[config.mk]
export PLATFORM = sky130hd
export DESIGN_NAME = seq_pattern_generator_flat
export DESIGN_NICKNAME = d
export VERILOG_FILES = /design/src/rtl/seq_pattern_generator_if.sv /design/src/rtl/seq_pattern_generator.sv /design/src/flat_wrapper.sv
export SDC_FILE = /design/constraint.sdc
export NUM_CORES = 1
export LEC_CHECK = 0
export ABC_AREA = 1
export CAP_MARGIN = 5
export CORE_ASPECT_RATIO = 1.2
export CORE_MARGIN = 4
export CORE_UTILIZATION = 49
export DETAILED_ROUTE_END_ITERATION = 10
export GPL_TIMING_DRIVEN = 0
export PLACE_DENSITY = 0.84
export SETUP_SLACK_MARGIN = 0.3
export SLEW_MARGIN = 15
export SYNTH_ARGS = -nofsm -noshare
export SYNTH_HDL_FRONTEND = slang
export SYNTH_SLANG_ARGS = --single-unit
[constraint.sdc]
create_clock -name clk -period 1.95 [get_ports clk]
set_input_delay 0.4875 -clock clk [delete_from_list [all_inputs] [get_ports clk]]
set_output_delay 0.4875 -clock clk [all_outputs]
set_load 0.05 [all_outputs]
[src/rtl/seq_pattern_generator_if.sv]
// Control/status bundle for seq_pattern_generator: burst request inputs and serial outputs.
// The master drives start/pattern/rep_count/gap_len; the slave (generator) drives the rest.
interface seq_pattern_generator_if #(
    parameter int unsigned PAT_W = 4,
    parameter int unsigned REP_W = 8,
    parameter int unsigned GAP_W = 4
);
    logic             start;
    logic [PAT_W-1:0] pattern;
    logic [REP_W-1:0] rep_count;
    logic [GAP_W-1:0] gap_len;
    logic             x;
    logic             x_valid;
    logic             frame;
    logic             busy;
    logic             done;

    modport master (
        output start, pattern, rep_count, gap_len,
        input  x, x_valid, frame, busy, done
    );

    modport slave (
        input  start, pattern, rep_count, gap_len,
        output x, x_valid, frame, busy, done
    );
endinterface

[src/rtl/seq_pattern_generator.sv]
// Serial pattern generator: sends a latched PAT_W-bit pattern MSB-first rep_count times with
// gap_len fill cycles between repetitions. Define SEQ_GEN_LFSR_GAP_EN for pseudo-random gap fill.
module seq_pattern_generator #(
    parameter int unsigned PAT_W = 4,
    parameter int unsigned REP_W = 8,
    parameter int unsigned GAP_W = 4
) (
    input logic                    clk,
    input logic                    reset,
    seq_pattern_generator_if.slave bus
);
    localparam int unsigned CntW = $clog2(PAT_W);
    localparam logic [CntW-1:0] LastBit = CntW'(PAT_W - 1);

    typedef enum logic [1:0] {StIdle, StSend, StGap} state_e;

    state_e           state_q, state_d;
    logic [PAT_W-1:0] pattern_q, pattern_d;
    logic [PAT_W-1:0] shreg_q, shreg_d;
    logic [CntW-1:0]  bit_cnt_q, bit_cnt_d;
    logic [REP_W-1:0] reps_q, reps_d;
    logic [GAP_W-1:0] gap_len_q, gap_len_d;
    logic [GAP_W-1:0] gap_cnt_q, gap_cnt_d;
    logic             x_q, x_d;
    logic             x_valid_q, x_valid_d;
    logic             frame_q, frame_d;
    logic             busy_q, busy_d;
    logic             done_q, done_d;

    logic             launch;
    logic             gap_fill;
    logic [PAT_W-1:0] rep_src;
    logic             fill_bit;

`ifdef SEQ_GEN_LFSR_GAP_EN
    logic [7:0] lfsr_q, lfsr_d;
    assign fill_bit = lfsr_q[0];

    // x^8+x^6+x^5+x^4+1, stepped only when a gap cycle is emitted
    always_comb begin
        lfsr_d = lfsr_q;
        if (gap_fill) begin
            lfsr_d = {lfsr_q[6:0], lfsr_q[7] ^ lfsr_q[5] ^ lfsr_q[4] ^ lfsr_q[3]};
        end
    end
`else
    assign fill_bit = 1'b0;
`endif

    always_comb begin
        state_d   = state_q;
        pattern_d = pattern_q;
        shreg_d   = shreg_q;
        bit_cnt_d = bit_cnt_q;
        reps_d    = reps_q;
        gap_len_d = gap_len_q;
        gap_cnt_d = gap_cnt_q;
        x_d       = 1'b0;
        x_valid_d = 1'b0;
        frame_d   = 1'b0;
        busy_d    = 1'b0;
        done_d    = 1'b0;
        launch    = 1'b0;
        gap_fill  = 1'b0;
        rep_src   = pattern_q;

        unique case (state_q)
            StIdle: begin
                if (bus.start) begin
                    pattern_d = bus.pattern;
                    gap_len_d = bus.gap_len;
                    if (bus.rep_count == '0) begin
                        done_d = 1'b1;
                    end else begin
                        reps_d  = bus.rep_count - 1'b1;
                        rep_src = bus.pattern;
                        launch  = 1'b1;
                    end
                end
            end
            StSend: begin
                if (bit_cnt_q != LastBit) begin
                    x_d       = shreg_q[PAT_W-1];
                    shreg_d   = shreg_q << 1;
                    bit_cnt_d = bit_cnt_q + 1'b1;
                    x_valid_d = 1'b1;
                    busy_d    = 1'b1;
                end else if (reps_q == '0) begin
                    state_d = StIdle;
                    done_d  = 1'b1;
                end else if (gap_len_q != '0) begin
                    state_d   = StGap;
                    gap_cnt_d = gap_len_q - 1'b1;
                    gap_fill  = 1'b1;
                end else begin
                    reps_d = reps_q - 1'b1;
                    launch = 1'b1;
                end
            end
            StGap: begin
                if (gap_cnt_q != '0) begin
                    gap_cnt_d = gap_cnt_q - 1'b1;
                    gap_fill  = 1'b1;
                end else begin
                    reps_d = reps_q - 1'b1;
                    launch = 1'b1;
                end
            end
            default: state_d = StIdle;
        endcase

        // Registered outputs describe the cycle that follows this edge
        if (launch) begin
            state_d   = StSend;
            x_d       = rep_src[PAT_W-1];
            shreg_d   = rep_src << 1;
            bit_cnt_d = '0;
            x_valid_d = 1'b1;
            frame_d   = 1'b1;
            busy_d    = 1'b1;
        end
        if (gap_fill) begin
            x_d    = fill_bit;
            busy_d = 1'b1;
        end
    end

    always_ff @(posedge clk) begin
        if (reset) begin
            state_q   <= StIdle;
            pattern_q <= '0;
            shreg_q   <= '0;
            bit_cnt_q <= '0;
            reps_q    <= '0;
            gap_len_q <= '0;
            gap_cnt_q <= '0;
            x_q       <= 1'b0;
            x_valid_q <= 1'b0;
            frame_q   <= 1'b0;
            busy_q    <= 1'b0;
            done_q    <= 1'b0;
`ifdef SEQ_GEN_LFSR_GAP_EN
            lfsr_q    <= 8'hA5;
`endif
        end else begin
            state_q   <= state_d;
            pattern_q <= pattern_d;
            shreg_q   <= shreg_d;
            bit_cnt_q <= bit_cnt_d;
            reps_q    <= reps_d;
            gap_len_q <= gap_len_d;
            gap_cnt_q <= gap_cnt_d;
            x_q       <= x_d;
            x_valid_q <= x_valid_d;
            frame_q   <= frame_d;
            busy_q    <= busy_d;
            done_q    <= done_d;
`ifdef SEQ_GEN_LFSR_GAP_EN
            lfsr_q    <= lfsr_d;
`endif
        end
    end

    assign bus.x       = x_q;
    assign bus.x_valid = x_valid_q;
    assign bus.frame   = frame_q;
    assign bus.busy    = busy_q;
    assign bus.done    = done_q;
endmodule

[src/flat_wrapper.sv]
// flat-port wrapper written by rule: the top's interface ports become plain ports
module seq_pattern_generator_flat 
#(
    parameter int unsigned PAT_W = 4,
    parameter int unsigned REP_W = 8,
    parameter int unsigned GAP_W = 4
)
  (clk, reset, bus_start, bus_pattern, bus_rep_count, bus_gap_len, bus_x, bus_x_valid, bus_frame, bus_busy, bus_done);
  seq_pattern_generator_if #(.PAT_W(PAT_W), .REP_W(REP_W), .GAP_W(GAP_W)) bus_i ();
  input logic clk;
  input logic reset;
  input wire logic [$bits(bus_i.start)-1:0] bus_start;
  input wire logic [$bits(bus_i.pattern)-1:0] bus_pattern;
  input wire logic [$bits(bus_i.rep_count)-1:0] bus_rep_count;
  input wire logic [$bits(bus_i.gap_len)-1:0] bus_gap_len;
  output wire logic [$bits(bus_i.x)-1:0] bus_x;
  output wire logic [$bits(bus_i.x_valid)-1:0] bus_x_valid;
  output wire logic [$bits(bus_i.frame)-1:0] bus_frame;
  output wire logic [$bits(bus_i.busy)-1:0] bus_busy;
  output wire logic [$bits(bus_i.done)-1:0] bus_done;
  assign bus_i.start = bus_start;
  assign bus_i.pattern = bus_pattern;
  assign bus_i.rep_count = bus_rep_count;
  assign bus_i.gap_len = bus_gap_len;
  assign bus_x = bus_i.x;
  assign bus_x_valid = bus_i.x_valid;
  assign bus_frame = bus_i.frame;
  assign bus_busy = bus_i.busy;
  assign bus_done = bus_i.done;
  seq_pattern_generator #(.PAT_W(PAT_W), .REP_W(REP_W), .GAP_W(GAP_W)) u_core (.clk(clk), .reset(reset), .bus(bus_i));
endmodule
[Yosys cells after proc, flatten, opt, wreduce, memory -nomap -nowiden]
Index checks and enable logic that the tools add are counted.
Storage, ports and cells
  register bits: 32
  bits of input ports: 19
  output and inout bits: 5
  logic and storage cells: 101
Cells by class
  $add $sub $neg: 5
  equality and inequality tests: 15
  multiplexer cells: 48
  bitwise gates (word level): 1
  reduce and logical (&&, ||, !) cells: 19
Operator list (count)
  $mux 8: 6
  $mux 4: 10
  $pmux 8 s3: 1
  $mux 1: 23
  $logic_not 8->1: 2
  $sub 8x1->8 const B: 2
  $ne 2x2->1 const B: 7
  $pmux 4 s2: 1
  $reduce_bool 4->1: 2
  $sub 4x1->4 const B: 2
  $reduce_and 7->1: 1
  $mux 2: 3
  $ne 2x1->1 const B: 3
  $reduce_and 2->1: 3
  $reduce_and 3->1: 2
  $reduce_bool 2->1: 3
  $reduce_or 2->1: 3
  $reduce_and 5->1: 1
  $ne 4x1->1 const B: 1
  $pmux 1 s2: 2
  $pmux 2 s2: 1
  $ne 3x1->1 const B: 1
  $ne 3x2->1 const B: 1
  $pmux 1 s3: 1
  6 further kinds: 6

[Depth between registers and ports, before layout]
  depth after elaboration: 7
  gate-level depth with buffers: 13
  depth with buffers taken out: 12

[Least setup slack after synthesis]
OpenSTA, ideal clock, no wires.
  kind: reg2reg
  start point: register u_core.state_q[0]
  end point: register u_core.reps_q[4]
  setup time: 0.121 ns
  data arrival time: 1.790 ns
  data required time: 1.829 ns
  slack: 0.040 ns
  cell stages (with the launch flop): 10
  buffers on the path: 0
  clock period less this slack: 1.910 ns
  cells stage by stage: dfxtp_1 > inv_1 > ha_1 > o21ai_0 > ha_1 > inv_1 > nor2_1 > nand2_1 > xnor2_1 > a21oi_1
On the way
  cells in the longest elaborated chain, start to end: 3
  elaborated cells on any way between the ends: 12
  classes of those cells: 8 x eq/ne; 1 x mux; 3 x reduce/logical
Ends and longest elaborated chain
  from (decl): RTL line seq_pattern_generator.sv:17  | state_e state_q, state_d;
  from (signal assigned): RTL line seq_pattern_generator.sv:130  | state_q <= StIdle;
  from (signal assigned): RTL line seq_pattern_generator.sv:146  | state_q <= state_d;
  $eq 2x2->1 (tied with other cells): RTL line seq_pattern_generator.sv:67  | unique case (state_q)
  $ne 2x2->1 (no source line) / $reduce_bool 3->1 (equally long branches)
  $reduce_and 7->1 (no source line)
  to (signal assigned): RTL line seq_pattern_generator.sv:150  | reps_q <= reps_d;
  to (decl): RTL line seq_pattern_generator.sv:21  | logic [REP_W-1:0] reps_q, reps_d;
Parallel ways exist; a longest one is shown, timed or not.
A chain may end at the register's enable or synchronous reset.

[Worst setup path in the final report]
  start point: register u_core.state_q[0]
  end point: register u_core.reps_q[7]
The elaborated chain is that of the path after synthesis.

==> summary.txt <==
Critical path
  – Worst Setup End Kind: flop
  – Worst path top cell family by delay: flip-flops
  – Critical Path Slowest Stage Cell: dfxtp_4
  – Buf/Inv on CP: 3
  – Critical R2R Launch: u_core.state_q[0]
  – Crit Reg-Reg Endpoint: u_core.reps_q[7]
  – R2R Setup Slk: 0.11 ns
  – Critical path type: flop to flop
  – Cell Chain, Critical Path: inv_4, ha_4, buf_8, buf_4, mux2i_2, nand3_2, xnor2_2, a21oi_1
  – CP Max Fanout: 8
  – Required time of the critical path: 2.17 ns
  – Worst R2R Path Depth: 8
  – Crit start category: flop
  – CP arrival: 2.06 ns
  – CP peak stage delay: 0.37 ns

Timing
  – Max-slew violations: 0
  – Max_slew headroom: between 60% and 70%
  – Worst Max-Slew Pin Slew: approximately 0.49 ns
  – Layout Skew: 0.00624 ns
  – Unrepaired setup endpoints after global routing: yes
  – Final setup margin: between 0.1 and 0.15 ns
  – Fin crit share: 94.4%
  – Clock period minus worst slack: 1.84 ns
  – Fin Setup TNS: 0 ns
  – Achievable Freq: 543 MHz
  – # setup viols final: 0
  – Fin. Hold Viols: 0

Yosys
  – Syn Area/Cell: 7.12 um^2
  – Mapped cell area: between 1500 and 2000 um^2
  – Synth Instances: 252
  – Synthesis-stage register bit count: 32
  – Post-synthesis sequential area ratio: 35.7%
  – Mapped Nets: 278
  – Ys Warns: 0
  – Netlist cell types: 30

Pwr
  – Pleak: 0.00121 uW
  – Switching share of power: 38.0%
  – Comb pwr share: between 40 and 50%
  – Worst VDD drop: 0.000575 V
  – Sequential share of power: about a third
  – Clock power frac: 22.6%
  – Power per standard cell area: 863 nW/um^2
  – Switching pwr: ~900 uW
  – Pint: 1470 uW

Floorplan
  – Die height: 74.3 um
  – Ports: 24
  – Core region area: 3420 um^2
  – Die area: roughly 4700 um^2
  – Die width: 63.2 um
  – Initial core utilization: 52.4%
  – Rows: 23

CTS
  – Total CTS buffers: 5
  – CTS H-tree depth: 2
  – CTS tree: built
  – Clock Latency Late Sink: 0.29 ns
  – Clock Sink Count: 32
  – Clock root cell: clkbuf_8
  – Clock slew at reported path FFs: 0.07 ns
  – CTS Buffer Depth: 2

Finish
  – Area of the multi-input gates: 1270 um^2
  – ANT cells: 0
  – Layout cell share with drive strength beyond 1: between 30% and 40%
  – Area Growth Syn to Fin: 52.9%
  – Finished Core Util: between 80 and 90%
  – NumNets Final: 345
  – Fillers: 215
  – Fin cells: 357
  – Reg area: 646 um^2

Placed design
  – Routability cong.: 0.917
  – Estimated wirelength of the detail-placed design: 3040 um
  – IO buf count: 23
  – # placed instances: approximately 310
  – Pre-CTS setup slack: -0.232 ns

Detailed routing
  – Iteration count of the initial detailed-routing pass: 7
  – Vias per cell: around 5.7
  – Initial DRC count: 249
  – WL final: 5970 um
  – Routed len/inst: 16.7 um
  – DR DRC count: 0
  – Antenna violation net count after detailed routing: 0
  – Vias: 2032

GRT
  – Final global-route overflow total: 0
  – First-pass GRT wire length: 7620 um
  – Initial antenna violation count: 0
  – Largest net degree at the start of global routing: 11
  – GR Util All Layers: 21.0%
  – Vias in the first global route: 1805

Worst hold path
  – Worst hold path type: flop to flop
  – Hold path startpoint: u_core.pattern_q[2]
  – WHS Path Cells: 2
  – Hold EP: u_core.pattern_q[2]

Job
  – Max Cap Violations: 0

Run status
  – Status: finished, final reports clean
==> registers in the layout, indices dropped and copies added (netlist names), 2 cells and up <==
register          count
u_core.reps_q         8
u_core.gap_cnt_q      4
u_core.gap_len_q      4
u_core.pattern_q      4
u_core.shreg_q        3
u_core.bit_cnt_q      2
u_core.state_q        2
==> power by group through the flow <==
stage | Combinational [uW] | Sequential, uW | Clock, uW
5_1_grt | 1090 | 818 | 553
6_report | 1020 | 809 | 536
3_5_place_dp | 666 | 814 | 0
2_1_floorplan | 485 | 830 | 0
4_1_cts | 769 | 798 | 525
3_3_place_gp | 651 | 809 | 0
==> worst register-to-register path: cells and delay by family, from the launching register on <==
| family | cells | cell delay, ns |
|---|---|---|
| XOR/XNOR | 1 | 0.15 |
| flip-flops | 1 | 0.37 |
| buffers and inverters | 3 | 0.33 |
| AND/OR/NAND/NOR | 1 | 0.14 |
| AO/OA/AOI/OAI | 1 | 0.15 |
| multiplexers | 1 | 0.33 |
| adder cells (fa/ha/maj) | 1 | 0.30 |
==> through the flow <==
step | total power, uW | instance area [um^2] | hold WS, ns
floorplan | 1310 | 1820 | 0.425
finish | 2370 | 2740 | 0.462
detailed placement | 1480 | 2100 | 0.453
CTS | 2090 | 2420 | 0.461
global placement | 1460 | 2100 | 0.442
global route | 2470 | 2740 | 0.507
==> how the worst max path moves through the flow <==
stage | startpoint | cells after the start | slack (ns) | to
floorplan | u_core.state_q[0] | 11 | 0.30 | u_core.reps_q[4]
global placement | bus_rep_count[1] | 12 | -0.18 | u_core.shreg_q[2]
detailed placement | bus_rep_count[1] | 12 | -0.23 | u_core.shreg_q[2]
CTS | u_core.state_q[0] | 10 | 0.19 | u_core.reps_q[6]
global route | u_core.state_q[0] | 11 | 0.06 | u_core.reps_q[3]
finish | u_core.state_q[0] | 8 | 0.11 | u_core.reps_q[7]
==> timing repair <==
action	CTS	global route
pin swaps	25	24
hold buffers	0	0
cloned	0	1
gates resized for setup	37	55
setup buffers	23	13
endpoints found under the setup margin	27	26
==> layout by cell type, fill, tap and decap left out, drive strengths merged <==
cell type	netlist	final
clkdlybuf4s15	0	3
nand3b	1	1
clkdlybuf4s50	0	9
nand4	1	1
ha	7	7
nand3	10	10
nor3	3	3
dlygate4sd2	0	10
buf	3	39
dlymetal6s2s	0	1
nor2	41	41
nor3b	1	1
mux2i	4	4
a21oi	20	20
o2111ai	1	1
nand2	57	57
a31oi	1	1
o21a	1	1
o21ai	33	33
xnor2	7	7
inv	26	25
dfxtp	32	32
clkbuf	2	10
a211oi	1	1
clkinv	0	2
==> routing by layer <==
layer | GRT usage (%) | up-vias | routed length [um]
met5 | 0 | - | 0
met4 | 14.6 | 0 | 133
met3 | 5.44 | 12 | 421
met2 | 38.9 | 112 | 3220
met1 | 20.8 | 952 | 2190
li1 | - | 956 | -
==> Yosys cell counts <==
cell / instances / area share [%]
nand2_1: 49 / 10
nor2_1: 33 / 6.9
dfxtp_1: 32 / 36
inv_1: 21 / 4.4
a21oi_1: 20 / 5.6
o21ai_0: 19 / 5.3
o21ai_1: 11 / 3.1
nand3_1: 10 / 2.8
ha_1: 7 / 4.9
nand2_2: 7 / 2.4
xnor2_1: 7 / 3.4
inv_2: 5 / 1.0
mux2i_1: 4 / 2.2
nor2_2: 4 / 1.4
nor2_4: 4 / 2.5
o21ai_2: 3 / 1.5
clkbuf_1: 2 / 0.42
nor3_1: 2 / 0.56
a211oi_2: 1 / 0.70
a31oi_1: 1 / 0.35
buf_2: 1 / 0.28
buf_4: 1 / 0.42
buf_6: 1 / 0.63
nand2_4: 1 / 0.63
nand3b_1: 1 / 0.42
nand4_1: 1 / 0.35
nor3_2: 1 / 0.56
nor3b_1: 1 / 0.42
o2111ai_1: 1 / 0.49
o21a_1: 1 / 0.42
==> cells by family (layout without fill, tap and decap cells) <==
group | after synthesis | count (layout) | synth area share, %
simple gates | 114 | 114 | 29.2
mux | 4 | 4 | 2.23
buf+inv | 31 | 99 | 7.18
fa+ha+maj | 7 | 7 | 4.88
flops | 32 | 32 | 35.7
compound gates | 57 | 57 | 17.4
xor+xnor | 7 | 7 | 3.42
==> final cells by class <==
type / instances / share of cell area, %
buffer: 5 / 1.46
clock buffer: 8 / 3.28
inverter: 26 / 4.11
multi-input combinational: 189 / 46.4
sequential: 32 / 23.5
tap: 37 / 1.69
timing repair buffer: 59 / 19.3
timing repair inverter: 1 / 0.182
Note: power is estimated with default switching activity, not from simulation.
